`src/rtl/tx_eq_pkg.sv`:
```
// Shared types and defaults for the TX equalization sweep sequencer.
// Holds the sweep state encoding and the accumulator width helper.
package tx_eq_pkg;

   typedef enum logic [2:0] {
      IDLE,
      APPLY,
      SETTLE,
      MEASURE,
      EVAL,
      FINAL
   } sweep_state_e;

   localparam int DEF_NUM_SETTINGS  = 8;
   localparam int DEF_SETTING_W     = 3;
   localparam int DEF_OPEN_W        = 12;
   localparam int DEF_SETTLE_CYCLES = 16;
   localparam int DEF_AVG_LOG2      = 2;
   localparam int DEF_TIMEOUT       = 255;

   // Sum of 2^avg_log2 openings needs avg_log2 extra bits to never wrap.
   function automatic int acc_width(input int open_w, input int avg_log2);
      return open_w + avg_log2;
   endfunction

endpackage

```
`src/rtl/opening_avg.sv`:
```
// Accumulates eye-opening samples for one setting and flags when the
// sample set is complete or the reporting chain has gone quiet too long.
module opening_avg
   import tx_eq_pkg::*;
#(
   parameter int OPEN_W   = DEF_OPEN_W,
   parameter int AVG_LOG2 = DEF_AVG_LOG2,
   parameter int TIMEOUT  = DEF_TIMEOUT,
   localparam int ACC_W   = acc_width(OPEN_W, AVG_LOG2)
) (
   input  logic              clk,
   input  logic              rst,
   input  logic              clear,
   input  logic              active,
   input  logic              opening_ready,
   input  logic [OPEN_W-1:0] opening,
   output logic [ACC_W-1:0]  acc,
   output logic [OPEN_W-1:0] avg,
   output logic              avg_valid,
   output logic              timeout
);

   localparam int CNT_W = AVG_LOG2 + 1;
   localparam int TO_W  = $clog2(TIMEOUT + 1);
   localparam logic [CNT_W-1:0] LAST_SAMPLE = CNT_W'((1 << AVG_LOG2) - 1);
   localparam logic [TO_W-1:0]  TO_LAST     = TO_W'(TIMEOUT - 1);

   logic [CNT_W-1:0] count;
   logic [TO_W-1:0]  idle_cycles;

   // A sample arriving on the final idle cycle wins over the timeout.
   assign avg_valid = active && opening_ready && (count == LAST_SAMPLE);
   assign timeout   = active && !opening_ready && (idle_cycles == TO_LAST);
   assign avg       = acc[ACC_W-1:AVG_LOG2];

   // NOTE: state registers use non-blocking assignments so every flop
   // samples pre-edge values regardless of statement order.
   always_ff @(posedge clk or posedge rst) begin
      if (rst) begin
         acc         <= '0;
         count       <= '0;
         idle_cycles <= '0;
      end else if (clear) begin
         acc         <= '0;
         count       <= '0;
         idle_cycles <= '0;
      end else if (active) begin
         if (opening_ready) begin
            acc         <= acc + ACC_W'(opening);
            count       <= count + 1'b1;
            idle_cycles <= '0;
         end else if (timeout) begin
            acc         <= '0;
            idle_cycles <= '0;
         end else begin
            idle_cycles <= idle_cycles + 1'b1;
         end
      end
   end

endmodule

```
`src/rtl/tx_eq_sweep_ctrl.sv`:
```
// Steps the TX equalizer through every candidate setting, averages the
// reported eye openings and finally applies the widest-opening setting.
module tx_eq_sweep_ctrl
   import tx_eq_pkg::*;
#(
   parameter int NUM_SETTINGS  = DEF_NUM_SETTINGS,
   parameter int SETTING_W     = DEF_SETTING_W,
   parameter int OPEN_W        = DEF_OPEN_W,
   parameter int SETTLE_CYCLES = DEF_SETTLE_CYCLES,
   parameter int AVG_LOG2      = DEF_AVG_LOG2,
   parameter int TIMEOUT       = DEF_TIMEOUT
) (
   input  logic                 clk,
   input  logic                 rst,
   input  logic                 start,
   input  logic                 opening_ready,
   input  logic [OPEN_W-1:0]    opening,
   output logic [SETTING_W-1:0] setting_out,
   output logic                 setting_valid,
   output logic                 measure_en,
   output logic                 busy,
   output logic                 done,
   output logic [SETTING_W-1:0] best_setting,
   output logic [OPEN_W-1:0]    best_opening,
   output logic                 timeout_err
);

   localparam int ACC_W = acc_width(OPEN_W, AVG_LOG2);
   localparam int SC_W  = (SETTLE_CYCLES > 1) ? $clog2(SETTLE_CYCLES) : 1;
   localparam logic [SETTING_W-1:0] LAST_IDX    = SETTING_W'(NUM_SETTINGS - 1);
   localparam logic [SC_W-1:0]      SETTLE_LOAD = SC_W'(SETTLE_CYCLES - 1);

   sweep_state_e         state, state_nxt;
   logic [SETTING_W-1:0] idx, idx_nxt;
   logic [SC_W-1:0]      settle_cnt, settle_cnt_nxt;
   logic [SETTING_W-1:0] best_setting_nxt, setting_out_nxt;
   logic [OPEN_W-1:0]    best_opening_nxt;
   logic                 timeout_err_nxt;

   logic                 meas_clear, meas_active, avg_valid, meas_timeout;
   logic [OPEN_W-1:0]    avg;
   // The raw sum is only of interest inside the averager.
   logic [ACC_W-1:0]     acc_unused;

   assign meas_active = (state == MEASURE);
   assign meas_clear  = (state == SETTLE) && (settle_cnt == '0);

   opening_avg #(
      .OPEN_W   (OPEN_W),
      .AVG_LOG2 (AVG_LOG2),
      .TIMEOUT  (TIMEOUT)
   ) u_opening_avg (
      .clk           (clk),
      .rst           (rst),
      .clear         (meas_clear),
      .active        (meas_active),
      .opening_ready (opening_ready),
      .opening       (opening),
      .acc           (acc_unused),
      .avg           (avg),
      .avg_valid     (avg_valid),
      .timeout       (meas_timeout)
   );

   // NOTE: every signal written here gets a default first, so no path
   // through the case can leave one unassigned and infer a latch.
   always_comb begin
      state_nxt        = state;
      idx_nxt          = idx;
      settle_cnt_nxt   = settle_cnt;
      best_setting_nxt = best_setting;
      best_opening_nxt = best_opening;
      timeout_err_nxt  = timeout_err;
      setting_out_nxt  = setting_out;

      case (state)
         IDLE: begin
            if (start) begin
               state_nxt        = APPLY;
               idx_nxt          = '0;
               best_setting_nxt = '0;
               best_opening_nxt = '0;
               timeout_err_nxt  = 1'b0;
            end
         end
         APPLY: begin
            settle_cnt_nxt = SETTLE_LOAD;
            state_nxt      = SETTLE;
         end
         SETTLE: begin
            if (settle_cnt == '0) state_nxt = MEASURE;
            else                  settle_cnt_nxt = settle_cnt - 1'b1;
         end
         MEASURE: begin
            if (avg_valid) begin
               state_nxt = EVAL;
            end else if (meas_timeout) begin
               timeout_err_nxt = 1'b1;
               state_nxt       = EVAL;
            end
         end
         EVAL: begin
            // Strict compare: on a tie the earlier (lower) index stays best.
            if (avg > best_opening) begin
               best_opening_nxt = avg;
               best_setting_nxt = idx;
            end
            if (idx == LAST_IDX) begin
               state_nxt = FINAL;
            end else begin
               idx_nxt   = idx + 1'b1;
               state_nxt = APPLY;
            end
         end
         FINAL:   state_nxt = IDLE;
         default: state_nxt = IDLE;
      endcase

      if (state_nxt == APPLY)      setting_out_nxt = idx_nxt;
      else if (state_nxt == FINAL) setting_out_nxt = best_setting_nxt;
   end

   // Outputs are registered from the next state so they line up with it.
   always_ff @(posedge clk or posedge rst) begin
      if (rst) begin
         state         <= IDLE;
         idx           <= '0;
         settle_cnt    <= '0;
         setting_out   <= '0;
         setting_valid <= 1'b0;
         measure_en    <= 1'b0;
         busy          <= 1'b0;
         done          <= 1'b0;
         best_setting  <= '0;
         best_opening  <= '0;
         timeout_err   <= 1'b0;
      end else begin
         state         <= state_nxt;
         idx           <= idx_nxt;
         settle_cnt    <= settle_cnt_nxt;
         setting_out   <= setting_out_nxt;
         setting_valid <= (state_nxt == APPLY) || (state_nxt == FINAL);
         measure_en    <= (state_nxt == MEASURE);
         busy          <= (state_nxt != IDLE);
         done          <= (state_nxt == FINAL);
         best_setting  <= best_setting_nxt;
         best_opening  <= best_opening_nxt;
         timeout_err   <= timeout_err_nxt;
      end
   end

endmodule

```
`config.mk`:
```
export PLATFORM = sky130hd
export DESIGN_NAME = tx_eq_sweep_ctrl
export DESIGN_NICKNAME = d
export VERILOG_FILES = /design/src/rtl/tx_eq_pkg.sv /design/src/rtl/opening_avg.sv /design/src/rtl/tx_eq_sweep_ctrl.sv
export SDC_FILE = /design/constraint.sdc
export NUM_CORES = 1
export LEC_CHECK = 0
export ABC_AREA = 1
export BUFFER_PORTS_ARGS = -buffer_cell sky130_fd_sc_hd__buf_2
export CORE_MARGIN = 4
export CORE_UTILIZATION = 40
export DETAILED_ROUTE_END_ITERATION = 12
export GPL_TIMING_DRIVEN = 0
export SYNTH_ARGS = -nofsm -noshare
export SYNTH_HDL_FRONTEND = slang
export SYNTH_HIERARCHICAL = 1
export SYNTH_SLANG_ARGS = --single-unit
```
`constraint.sdc`:
```
create_clock -name clk -period 2.6 [get_ports clk]
set_clock_uncertainty 0.2 [all_clocks]
set_input_delay 0.39 -clock clk [delete_from_list [all_inputs] [get_ports clk]]
set_output_delay 0.39 -clock clk [all_outputs]
set_load 0.005 [all_outputs]
```
==> results.toml <==
[cts]
cts_tree = "yes"
numCtsBuffers = 9
post_cts_buffers = 0
cts_sinks = 58
clk_path_buf_depth = 2
clock_latency_ps = 340
clk_pin_slew_worst_paths_ps = 80
cts_max_level = 3
cts_root_buffer = "clkbuf_8"

[sta]
max_freq_mhz = 446
hold_slack_ps = -40.0
setup_viol_count_final = 0
slew_headroom_pct = 35.2
worstMarginPinSlew_ps = 971
fin_setup_tns_ps = 0
maxSlewViolCount = 0
period_share_pct = 86.1
layout_min_cycle_time_ps = 2240
hold_violations = 33
rsz0062_at_grt = "no"

[grt]
grt_max_degree = 34
grt_pass1_wl_um = 14200
grt_pass1_vias = 3175
grt.total_usage_pct = 15.3
antenna_found_initial = 0
grt_overflow_total = 0

[worst_hold_path]
min_path_type = "input pin to asynchronous set/reset pin"

[cells_and_area]
syn2layout_area_growth_pct = 14.3
final_core_util_pct = 46.6
fin_area_mm2 = 0.00451
layout-drive-gt1-share_pct = 21.5
fillers = 995
finalNetCount = 601
final_cell_mix = "141 x nand2_1, 82 x inv_1, 58 x dfrtp_1"
n_antenna_cell = 0
layout_commonest_cell = "nand2_1"

[worst_setup_path]
crit_required_ps = 2610
timing.rr.end = "u_opening_avg/acc[1]"
cp-start-kind = "flip-flop"
rr_worst_depth = 8
cp_data_arrival_time_ps = 2250
regToRegStartpoint = "state[2]"
cp_max_fo = 8
crit_path_end_kind = "flip-flop"
ff2ff_setup_slack_ps = 360
critPathKind = "flip-flop to flip-flop"

[floorplan]
fp.dieW_um = 107
fp.coreArea_mm2 = 0.00968
num_rows = 36
num_io_pins = 39
die_area_mm2 = 0.0115
die_height_um = 107
start_util_pct = 40.8

[detailed_routing]
drcViolationCount = 0
dr.pass1.iters = 4
via_count = 3216
viasPerCell = 4.65
initialDrtViolationCount = 92
antenna_left = 0
routed_wl_um = 8180
avgRoutedWirePerCell_um = 11.8

[pwr]
power.leakage_nw = 2.51
peakVddDrop_uv = 320
power.density_mw_per_mm2 = 919

[yosys]
post-synth-top-area-cell = "dfrtp_1"
synth-compound-area-share_pct = 7.76
ys_seq_area_share_pct = 36.7
yosysWarningCount = 6
syn-num-nets = 552
ys_seq_elements = 58
synth-simple-area-share_pct = 30.9
synth_edf_count = 0
synth_area_mm2 = 0.00395
muxShareOfSynthArea_pct = 0
synth_area_leaders = "dfrtp_1 37%, nand2_1 13%, ha_1 9.5%, inv_1 8.0%, nand3_1 4.2%"
synth_top_family_by_area = "simple AND/OR/NAND/NOR gates"
synth.distinct_cells = 40
synth_async_sr_flop_share_pct = 100
synthCells = 505
synth_top_area_share_pct = 36.7
synth_ff_type = "dfrtp_1"
synth_xor_xnor_area_share_pct = 1.77
yosys.area_share.adder_pct = 10.0
syn_area_per_cell_um2 = 7.82

[placement]
gp_congestion = 0.824
hpwl_um = 6400
place_area_mm2 = 0.00431
numPortBuffers = 38

[status]
outcome = "finished, violations left"
violations = "hold timing"

[flow_run]
maxCapViolations = 0
[cell type report]
cell class	count	area (um2)	share of cell area (%)
tap	133	166	3.69
timing repair buffer	38	190	4.21
multi-input combinational	340	2010	44.5
inverter	91	349	7.73
buffer	16	155	3.44
sequential	58	1450	32.2
clock inverter	5	55.1	1.22
clock buffer	10	138	3.05
[sequential cells by signal, summed over array words and instances, names as in the netlist]
signal and flops:
u_opening_avg/acc 14, best_opening 12, u_opening_avg/idle_cycles 8, settle_cnt 4, best_setting 3, idx 3
setting_out 3, state 3, u_opening_avg/count 3, busy 1, done 1, measure_en 1
setting_valid 1, timeout_err 1
[cell families (layout without fill, tap and decap cells)]
kind of cell	after synthesis	after routing
flip-flops	58	58
buffers and inverters	107	160
AND/OR/NAND/NOR	254	254
AO/OA/AOI/OAI	47	47
XOR/XNOR	8	8
adder cells (fa/ha/maj)	31	31
[worst max path at each step]
stage | from | endpoint | slack (ps) | cells past startpoint
floorplan | state[2] | setting_out[1] | 530 | 16
global placement | state[2] | setting_out[1] | 180 | 16
detailed placement | state[2] | setting_out[0] | 150 | 16
CTS | state[2] | setting_out[0] | 130 | 17
global route | state[2] | setting_out[2] | 50 | 17
finish | state[2] | u_opening_avg/acc[1] | 360 | 8
[stage by stage]
| step | hold WS [ps] | setup WS, ps | cells | total power, mW |
|---|---|---|---|---|
| after floorplan | 217 | 530 | 505 | 2.91 |
| after global placement | 264 | 180 | 676 | 3.29 |
| after detailed placement | 276 | 146 | 676 | 3.33 |
| after CTS | 124 | 133 | 691 | 4.18 |
| after global routing | 27.6 | 48.8 | 691 | 4.56 |
| final | -40.0 | 360 | 691 | 4.15 |
[power breakdown]
group	total (mW)	internal, mW	switching, mW
sequential	1.31	1.12	0.185
clock	0.837	0.460	0.378
combinational	2.01	0.805	1.20
[cells in the mapped netlist (all sizes together), types with 4 or more instances]
master / n
a21oi: 14
buf: 15
dfrtp: 58
ha: 30
inv: 90
nand2: 148
nand3: 45
nand4: 9
nor2: 48
o21ai: 25
xnor2: 4
xor2: 4
[layer usage]
layer  part of all wire [%]  vias up  GRT usage, %  wire length (um)
met5                      0        -             0                 0
met3                    4.2        7          3.54               344
li1                       -     1684             -                 -
met2                     45       44          24.3              3720
met4                    1.1        0          5.05                89
met1                     49     1481          20.7              4030
[what timing repair did]
action / CTS / global route
gates resized for setup: 0 / 3
setup endpoints to repair: 0 / 6
hold buffers: 0 / 0
hold endpoints to repair: 0 / 0
[worst max-delay path: stages, from the launching register on]
cell,delay [ps]
dfrtp_1,440
nor2_1,190
nand2_1,130
nor2_2,430
nor2_1,140
nand2_1,130
nand2_2,120
inv_1,220
o22ai_1,120
Note: power is estimated with default switching activity, not from simulation.
